[src/rtl/cpu_run_ctrl_if.sv]
// ============================================================================
// Module      : cpu_run_ctrl_if
// Description : Bundles the button, burst, breakpoint and status signals that
//               pass between the run controller and the board/core side.
// Revision    : 1.0 - initial release
// ============================================================================
`default_nettype none

interface cpu_run_ctrl_if #(
    parameter int CNT_W = 16,
    parameter int XLEN  = 32
);
    logic             btn_run;
    logic             btn_step;
    logic             btn_halt;
    logic [CNT_W-1:0] nsteps;
    logic             bp_en;
    logic [XLEN-1:0]  bp_addr;
    logic [XLEN-1:0]  pc;
    logic             cpu_en;
    logic             halted;
    logic             bp_hit;
    logic [1:0]       state;
    logic [31:0]      retired;

    // The controller receives the board and core inputs and drives status.
    modport slave (
        input  btn_run, btn_step, btn_halt, nsteps, bp_en, bp_addr, pc,
        output cpu_en, halted, bp_hit, state, retired
    );

    modport master (
        output btn_run, btn_step, btn_halt, nsteps, bp_en, bp_addr, pc,
        input  cpu_en, halted, bp_hit, state, retired
    );
endinterface

`default_nettype wire

[src/rtl/cpu_run_ctrl.sv]
// ============================================================================
// Module      : cpu_run_ctrl
// Description : Run/halt/single-step/burst controller with PC breakpoint and
//               retired-instruction counter, producing the core clock enable.
// Revision    : 1.0 - initial release
// ============================================================================
`default_nettype none

module cpu_run_ctrl #(
    parameter int DEB_CYCLES = 4,
    parameter int CNT_W      = 16,
    parameter int XLEN       = 32
) (
    input  wire logic      clk_out,
    input  wire logic      rst,
    cpu_run_ctrl_if.slave  bus
);

    localparam int DCW = (DEB_CYCLES > 1) ? $clog2(DEB_CYCLES + 1) : 1;

    typedef enum logic [1:0] {
        HALT  = 2'd0,
        RUN   = 2'd1,
        STEP  = 2'd2,
        BURST = 2'd3
    } state_t;

    // Button order in the vectors: [2]=halt, [1]=step, [0]=run
    logic [2:0] btn_raw;
    logic [2:0] press;

    assign btn_raw = {bus.btn_halt, bus.btn_step, bus.btn_run};

    generate
        for (genvar i = 0; i < 3; i++) begin : g_btn
            logic           sync1;
            logic           sync2;
            logic           level;
            logic           pulse;
            logic [DCW-1:0] deb_cnt;

            // Pulse is raised on the same edge the debounced level rises,
            // so a press costs 2 sync + DEB_CYCLES edges before it is visible.
            always_ff @(posedge clk_out or negedge rst) begin
                if (!rst) begin
                    sync1   <= 1'b0;
                    sync2   <= 1'b0;
                    level   <= 1'b0;
                    pulse   <= 1'b0;
                    deb_cnt <= '0;
                end else begin
                    sync1 <= btn_raw[i];
                    sync2 <= sync1;
                    pulse <= 1'b0;
                    if (sync2 == level) begin
                        deb_cnt <= '0;
                    end else if (deb_cnt == DCW'(DEB_CYCLES - 1)) begin
                        level   <= sync2;
                        pulse   <= sync2;
                        deb_cnt <= '0;
                    end else begin
                        deb_cnt <= deb_cnt + 1'b1;
                    end
                end
            end

            assign press[i] = pulse;
        end
    endgenerate

    logic halt_p;
    logic step_p;
    logic run_p;

    assign halt_p = press[2];
    assign step_p = press[1];
    assign run_p  = press[0];

    state_t           state_q;
    state_t           state_d;
    logic [CNT_W-1:0] cnt_q;
    logic [CNT_W-1:0] cnt_d;
    logic             first_q;
    logic             first_d;
    logic             bp_hit_q;
    logic             bp_hit_d;
    logic [31:0]      retired_q;
    logic             bp_stop;
    logic             cpu_en;

    // The first cycle after leaving HALT masks the compare so a resume from
    // the breakpoint PC executes that instruction.
    assign bp_stop = bus.bp_en && (bus.pc == bus.bp_addr) &&
                     ((state_q == RUN) || (state_q == BURST)) && !first_q;
    assign cpu_en  = (state_q != HALT) && !bp_stop;

    always_ff @(posedge clk_out or negedge rst) begin
        if (!rst) begin
            state_q  <= HALT;
            cnt_q    <= '0;
            first_q  <= 1'b0;
            bp_hit_q <= 1'b0;
        end else begin
            state_q  <= state_d;
            cnt_q    <= cnt_d;
            first_q  <= first_d;
            bp_hit_q <= bp_hit_d;
        end
    end

    always_comb begin
        state_d  = state_q;
        cnt_d    = cnt_q;
        first_d  = 1'b0;
        bp_hit_d = bp_hit_q;
        case (state_q)
            HALT: begin
                if (halt_p) begin
                    state_d = HALT;
                end else if (step_p) begin
                    state_d  = STEP;
                    first_d  = 1'b1;
                    bp_hit_d = 1'b0;
                end else if (run_p) begin
                    first_d  = 1'b1;
                    bp_hit_d = 1'b0;
                    if (bus.nsteps == '0) begin
                        state_d = RUN;
                    end else begin
                        state_d = BURST;
                        cnt_d   = bus.nsteps;
                    end
                end
            end
            STEP: begin
                state_d = HALT;
            end
            RUN: begin
                if (halt_p) begin
                    state_d = HALT;
                end else if (bp_stop) begin
                    state_d  = HALT;
                    bp_hit_d = 1'b1;
                end
            end
            BURST: begin
                if (halt_p) begin
                    state_d = HALT;
                end else if (bp_stop) begin
                    state_d  = HALT;
                    bp_hit_d = 1'b1;
                end else begin
                    cnt_d = cnt_q - 1'b1;
                    if (cnt_q == CNT_W'(1)) begin
                        state_d = HALT;
                    end
                end
            end
            default: begin
                state_d = HALT;
            end
        endcase
    end

    always_ff @(posedge clk_out or negedge rst) begin
        if (!rst) begin
            retired_q <= '0;
        end else if (cpu_en) begin
            retired_q <= retired_q + 32'd1;
        end
    end

    assign bus.cpu_en  = cpu_en;
    assign bus.halted  = (state_q == HALT);
    assign bus.bp_hit  = bp_hit_q;
    assign bus.state   = state_q;
    assign bus.retired = retired_q;

endmodule

`default_nettype wire
[src/flat_wrapper.sv]
// flat-port wrapper written by rule: the top's interface ports become plain ports
module cpu_run_ctrl_flat 
#(
    parameter int DEB_CYCLES = 4,
    parameter int CNT_W      = 16,
    parameter int XLEN       = 32
)
  (clk_out, rst, bus_btn_run, bus_btn_step, bus_btn_halt, bus_nsteps, bus_bp_en, bus_bp_addr, bus_pc, bus_cpu_en, bus_halted, bus_bp_hit, bus_state, bus_retired);
  cpu_run_ctrl_if #(.CNT_W(CNT_W), .XLEN(XLEN)) bus_i ();
  input  wire logic clk_out;
  input  wire logic rst;
  input wire logic [$bits(bus_i.btn_run)-1:0] bus_btn_run;
  input wire logic [$bits(bus_i.btn_step)-1:0] bus_btn_step;
  input wire logic [$bits(bus_i.btn_halt)-1:0] bus_btn_halt;
  input wire logic [$bits(bus_i.nsteps)-1:0] bus_nsteps;
  input wire logic [$bits(bus_i.bp_en)-1:0] bus_bp_en;
  input wire logic [$bits(bus_i.bp_addr)-1:0] bus_bp_addr;
  input wire logic [$bits(bus_i.pc)-1:0] bus_pc;
  output wire logic [$bits(bus_i.cpu_en)-1:0] bus_cpu_en;
  output wire logic [$bits(bus_i.halted)-1:0] bus_halted;
  output wire logic [$bits(bus_i.bp_hit)-1:0] bus_bp_hit;
  output wire logic [$bits(bus_i.state)-1:0] bus_state;
  output wire logic [$bits(bus_i.retired)-1:0] bus_retired;
  assign bus_i.btn_run = bus_btn_run;
  assign bus_i.btn_step = bus_btn_step;
  assign bus_i.btn_halt = bus_btn_halt;
  assign bus_i.nsteps = bus_nsteps;
  assign bus_i.bp_en = bus_bp_en;
  assign bus_i.bp_addr = bus_bp_addr;
  assign bus_i.pc = bus_pc;
  assign bus_cpu_en = bus_i.cpu_en;
  assign bus_halted = bus_i.halted;
  assign bus_bp_hit = bus_i.bp_hit;
  assign bus_state = bus_i.state;
  assign bus_retired = bus_i.retired;
  cpu_run_ctrl #(.DEB_CYCLES(DEB_CYCLES), .CNT_W(CNT_W), .XLEN(XLEN)) u_core (.clk_out(clk_out), .rst(rst), .bus(bus_i));
endmodule
[config.mk]
export PLATFORM = sky130hd
export DESIGN_NAME = cpu_run_ctrl_flat
export DESIGN_NICKNAME = d
export VERILOG_FILES = /design/src/rtl/cpu_run_ctrl_if.sv /design/src/rtl/cpu_run_ctrl.sv /design/src/flat_wrapper.sv
export SDC_FILE = /design/constraint.sdc
export NUM_CORES = 1
export LEC_CHECK = 0
export CAP_MARGIN = 5
export CORE_UTILIZATION = 60
export CTS_BUF_LIST = sky130_fd_sc_hd__clkbuf_16
export DETAILED_ROUTE_END_ITERATION = 8
export DONT_BUFFER_PORTS = 1
export PLACE_DENSITY = 0.84
export SLEW_MARGIN = 0
export SYNTH_ARGS = -nofsm -noshare
export SYNTH_HDL_FRONTEND = slang
export SYNTH_SLANG_ARGS = --single-unit
[constraint.sdc]
create_clock -name clk_out -period 2.3 [get_ports clk_out]
set_input_delay 0.46 -clock clk_out [delete_from_list [all_inputs] [get_ports clk_out]]
set_output_delay 0.46 -clock clk_out [all_outputs]
set_load 0.05 [all_outputs]
Yosys cells after proc, flatten, opt, wreduce, memory -nomap -nowiden
Index checks and enable logic that the tools add are counted.

word-level totals
  ROM bits = 0
  bits in writable memories = 0
  bits in registers = 73
  bits in latches = 0
  output and inout bits = 37
  memories kept = 0

operators by class
  multiplexer cells = 39
  $lt $le $gt $ge = 0
  shift operators = 0
  add/subtract/negate cells = 5
  bitwise gates (word level) = 3
  div/mod/pow operators = 0
  multiply operators = 0
  reductions and logical operators = 19
  equal/unequal tests = 23

operators by type and width
  operator                 count
  $mux W16                 6
  $add A32 B1 Y32 const B  1
  $eq A32 B32 Y1           1
  $pmux W16 S2             1
  $mux W2                  9
  $mux W3                  6
  $eq A16 B1 Y1 const B    1
  $logic_not A16 Y1        1
  $sub A16 B1 Y16 const B  1
  $mux W1                  15
  $ne A2 B2 Y1 const B     6
  $add A3 B1 Y3 const B    3
  $eq A3 B2 Y1 const B     3
  $pmux W2 S4              1
  $reduce_and A7 Y1        1
  $ne A3 B1 Y1 const B     2
  $reduce_and A2 Y1        3
  $reduce_bool A2 Y1       3
  $reduce_and A5 Y1        1
  $eq A2 B2 Y1 const B     2
  $logic_and A1 B1 Y1      4
  $ne A2 B1 Y1 const B     2
  $ne A4 B1 Y1 const B     1
  $ne A4 B2 Y1 const B     1
  9 further kinds          14

Longest topological paths before layout
  word-level depth = 7
  mapped depth = 8

Worst setup path after synthesis
No wires, ideal clock.

  path kind = register to register
  from = reg u_core.state_q[0] (netlist: u_core.bus.state[0])
  to = reg u_core.retired_q[1] (netlist: u_core.bus.retired[1])
  library setup time = 0.125 ns
  data arrival time = 2.307 ns
  cell stages (with the launch flop) = 6
  setup slack = -0.132 ns
  clock period less this slack = 2.432 ns
  cell sequence = dfrtp_1 > or2_2 > buf_2 > inv_1 > nor2_1 > mux2_2

on the way
  cells in the longest elaborated chain, start to end = 6
  elaborated cells on any way between the ends = 8
  those cells by class = eq/ne (2); reduce/logical (6)

ends and longest elaborated chain
  element                                              RTL line             RTL
  from (decl)                                          cpu_run_ctrl.sv:79   state_t state_q;
  from (signal assigned)                               cpu_run_ctrl.sv:104  state_q <= state_d;
  $eq A2 B1 Y1 / $eq A2 B2 Y1 (equally long branches)  cpu_run_ctrl.sv:94   ((state_q == RUN) || (state_q == BURST)) && !first_q;
  $logic_or A1 B1 Y1                                   cpu_run_ctrl.sv:94
  $logic_and A1 B1 Y1                                  cpu_run_ctrl.sv:93   assign bp_stop = bus.bp_en && (bus.pc == bus.bp_addr) &&
  $logic_and A1 B1 Y1                                  cpu_run_ctrl.sv:94
  $logic_not A1 Y1                                     cpu_run_ctrl.sv:95   assign cpu_en = (state_q != HALT) && !bp_stop;
  $logic_and A1 B1 Y1 (*)                              cpu_run_ctrl.sv:95
  named net bus_cpu_en                                 flat_wrapper.sv:19   output wire logic [$bits(bus_i.cpu_en)-1:0] bus_cpu_en;
  to (signal assigned)                                 cpu_run_ctrl.sv:169  retired_q <= retired_q + 32'd1;
  to (decl)                                            cpu_run_ctrl.sv:87   logic [31:0] retired_q;

The timed path passes the listed nets; every way through them passes the cells marked *.
A chain may end at the register's enable or synchronous reset.

Final worst setup path
  from = reg u_core.state_q[0] (netlist: u_core.bus.state[0])
  to = out bus_cpu_en

on the way
  cells in the longest elaborated chain, start to end = 6
  elaborated cells on any way between the ends = 8
  those cells by class = eq/ne (2); reduce/logical (6)

ends and longest elaborated chain
  element                                              RTL line
  $eq A2 B1 Y1 / $eq A2 B2 Y1 (equally long branches)  cpu_run_ctrl.sv:94
  $logic_or A1 B1 Y1                                   cpu_run_ctrl.sv:94
  $logic_and A1 B1 Y1                                  cpu_run_ctrl.sv:93
  $logic_and A1 B1 Y1                                  cpu_run_ctrl.sv:94
  $logic_not A1 Y1                                     cpu_run_ctrl.sv:95
  $logic_and A1 B1 Y1 (*)                              cpu_run_ctrl.sv:95
  to (decl)                                            flat_wrapper.sv:19

Mark *: on every way between the ends. The rest lies on a longest branch, timed or not.

==> impl_results.md <==
- Final setup viols: 0
- Nets: 533
- Yosys reg bits: 73
- Initial DRC count: about 190
- Vias in the first global route: 3344
- Total negative slack: 0 ns
- Syn avg cell area: 9.88 um2
- Port Buf Inserts: 0
- Row count: 29
- Outcome: completed
- Post-Synth Adder-Cell Area: 1.90%
- Cell count after synthesis: 400
- Power Dens Cells: 1170 nW/um2
- Maximum clock frequency: 474 MHz
- Seq/Total Area, Yosys: 46.2%
- Fin. Hold Viols: 0
- First-pass GRT wire length: 15400 um
- Final Wtd Congestion: 0.844
- TritonCTS clock tree: built
- Leak: around 1.9 nW
- Post-synth top area share: 46.2%
- Largest family of logic cells by synthesized area: simple AND/OR/NAND/NOR gates
- Crit Path Max Fanout: 17
- Crit Path Category: reg -> out
- Num ports: 123
- CP arrival: 1.65 ns
- Min Tclk post-route: 2.11 ns
- Worst slew margin: between 60% and 70%
- Post-synth top cells: dfrtp_1, xor2_1, nor3_1
- Routed vias: 3281
- Worst r2r src: u_core.bus.retired[8]$_DFFE_PN0P_
- Max Slew Vio Count: 0
- TritonCTS Sinks: 73
- CTS H-tree depth: 3
- Layout cell share with drive strength beyond 1: 17.3%
- Number of diodes: 0
- Slew @ Worst Pin: approximately 0.58 ns
- # DRC: 0
- Die height: 83.2 um
- DR pass1 iterations: 4
- GRT Total Usage: between 20% and 30%
- Drt wl/cell: 17.7 um
- Die width: 83.2 um
- Initial antenna violation count: 0
- Vias/cell: 6.27
- Post-synthesis simple-gate area fraction: a little over a quarter
- Initial core utilization: 62.2%
- Die area: 6910 um2
- Compound-gate portion of the synthesized area: 7.44%
- WL final: 9250 um
- Count leader, synth: dfrtp_1
- CTS root buf: clkbuf_16
- Post-synthesis mux area share: 1.39%
- Clk Latency, worst-skew pair: 0.33 ns
- Startpoint types: flop
- Routed Antenna Nets: 0
- Final Core Density: approximately three quarters
- Total congestion overflow: 0
- Dpl hpwl: 6680 um
- Synthesis Warnings: 0
- Filler cells: 444
- Area Overhead vs Synth: 18.1%
- Ys flop type: dfrtp_1
- CTS Buffer Depth: 2
- RSZ-0062 raised after global routing: false
- Largest net degree at the start of global routing: 74
- Max VDD drop: 1.28 mV
- R2R setup slack: 0.34 ns
- Largest area contributor in the netlist: dfrtp_1
- CTS buffer count: 9
- RR Endpoint: u_core.bus.retired[22]$_DFFE_PN0P_
- HP Class: in -> async
- Synthesized cell area: 3950 um2
- MaxCap Viol Count: 0
- Post-synth net total: just under 500
- FF-to-FF path depth: 6
- Xor and xnor fraction of the mapped netlist area: about 14%
- Async SR Flop Fraction: 100%
- Post-synth EDFFs: 0
- Final instance area: 4670 um2
- Worst EP required: 1.84 ns
- Yosys cell types: 49
- CP endpoint kind: output pin
- Placement Cell Area: 4340 um2
- Period utilization: 91.8%
- Largest cells by area after synthesis: dfrtp_1, xor2_1, nor4_1
- CTS clk-pin slew, worst paths: 0.06 ns
- Fin Clk Skew: 0.00452 ns
- Core area: about 6300 um2
[worst max path at each step]
| stage | slack [ns] | endpoint | cells past startpoint | startpoint |
|---|---|---|---|---|
| global placement | 0.19 | u_core.bus.retired[1]$_DFFE_PN0P_ | 7 | bus_bp_addr[2] |
| CTS | 0.06 | bus_cpu_en | 6 | u_core.bus.state[0]$_DFFE_PN0P_ |
| detailed placement | 0.16 | u_core.bus.retired[1]$_DFFE_PN0P_ | 7 | bus_bp_addr[2] |
| floorplan | 0.06 | u_core.bus.retired[22]$_DFFE_PN0P_ | 6 | u_core.bus.retired[7]$_DFFE_PN0P_ |
| global route | 0.08 | bus_cpu_en | 6 | u_core.bus.state[0]$_DFFE_PN0P_ |
| finish | 0.19 | bus_cpu_en | 6 | u_core.bus.state[0]$_DFFE_PN0P_ |
[registers in the layout, summed over array words and instances, names as in the netlist]
register              count
u_core.g_btn.level        3
u_core.bus.state          2
u_core.g_btn.sync1        3
u_core.g_btn.sync2        3
u_core.first_q            1
u_core.g_btn.deb_cnt      9
u_core.bus.bp_hit         1
u_core.cnt_q             16
u_core.bus.retired       32
u_core.g_btn.pulse        3
[worst max-delay path, cell delays in order, from the launching register on]
cell     delay, ns
dfrtp_1       0.41
nand2_1       0.07
nor3_1        0.14
nand4_1       0.18
nor3_4        0.24
buf_12        0.17
nor2_4        0.10
[layout make-up]
cell class | count | area (um2) | area share, %
clock buffers | 9 | 225 | 4.83
clock inverters | 7 | 63.8 | 1.37
inverters | 5 | 18.8 | 0.402
multi-input cells | 304 | 2040 | 43.8
flip-flops and latches | 73 | 1830 | 39.2
well taps | 77 | 96.3 | 2.06
repair buffers | 48 | 393 | 8.42
[cells in the final DEF, fill, tap and decap left out, types with 16 or more instances in the layout]
cell | netlist | routed
xor2_1 | 62 | 62
nor2_1 | 22 | 21
nand2_1 | 24 | 24
nor4_1 | 28 | 28
nand3_1 | 18 | 18
nor3_1 | 29 | 29
buf_4 | 1 | 46
dfrtp_1 | 73 | 73
a21oi_1 | 16 | 16
[timing repair]
item / in CTS / in global routing
endpoints found under the hold margin: 73 / 0
buffers inserted: 0 / 0
setup endpoints to repair: 0 / 1
resized for setup: 0 / 1
hold buffers: 1 / 0
[metrics by stage]
stage	hold slack [ns]	total power, mW	instances	setup WS, ns
floorplan	0.164	3.49	400	0.0601
global placement	0.166	3.98	506	0.191
detailed placement	0.166	4.08	506	0.162
CTS	0.0211	5.47	523	0.0628
global route	0.0269	5.74	523	0.0832
finish	0.0177	5.46	523	0.189
[where the power goes]
group,leakage [nW],internal (mW),switching (mW)
clock,0.136,0.752,0.585
sequential,0.809,1.64,0.329
combinational,0.960,0.761,1.40
total,1.91,3.15,2.31
[routing by layer]
metal  GRT usage (%)  up-vias  share of wire [%]
met2            44.7      140                 50
met1            35.9     1572                 40
met4            10.7        0                1.5
li1                -     1555                  -
met3            7.26       14                8.3
met5               0        -                  0
[cells by family (layout without fill, tap and decap cells)]
| logic type | Yosys count | count (layout) |
|---|---|---|
| mux | 5 | 5 |
| flops | 73 | 73 |
| fa+ha+maj | 6 | 6 |
| xor+xnor | 65 | 65 |
| compound gates | 46 | 46 |
| buf+inv | 23 | 69 |
| simple gates | 182 | 182 |
No activity file was read; power rests on OpenSTA's default activity.
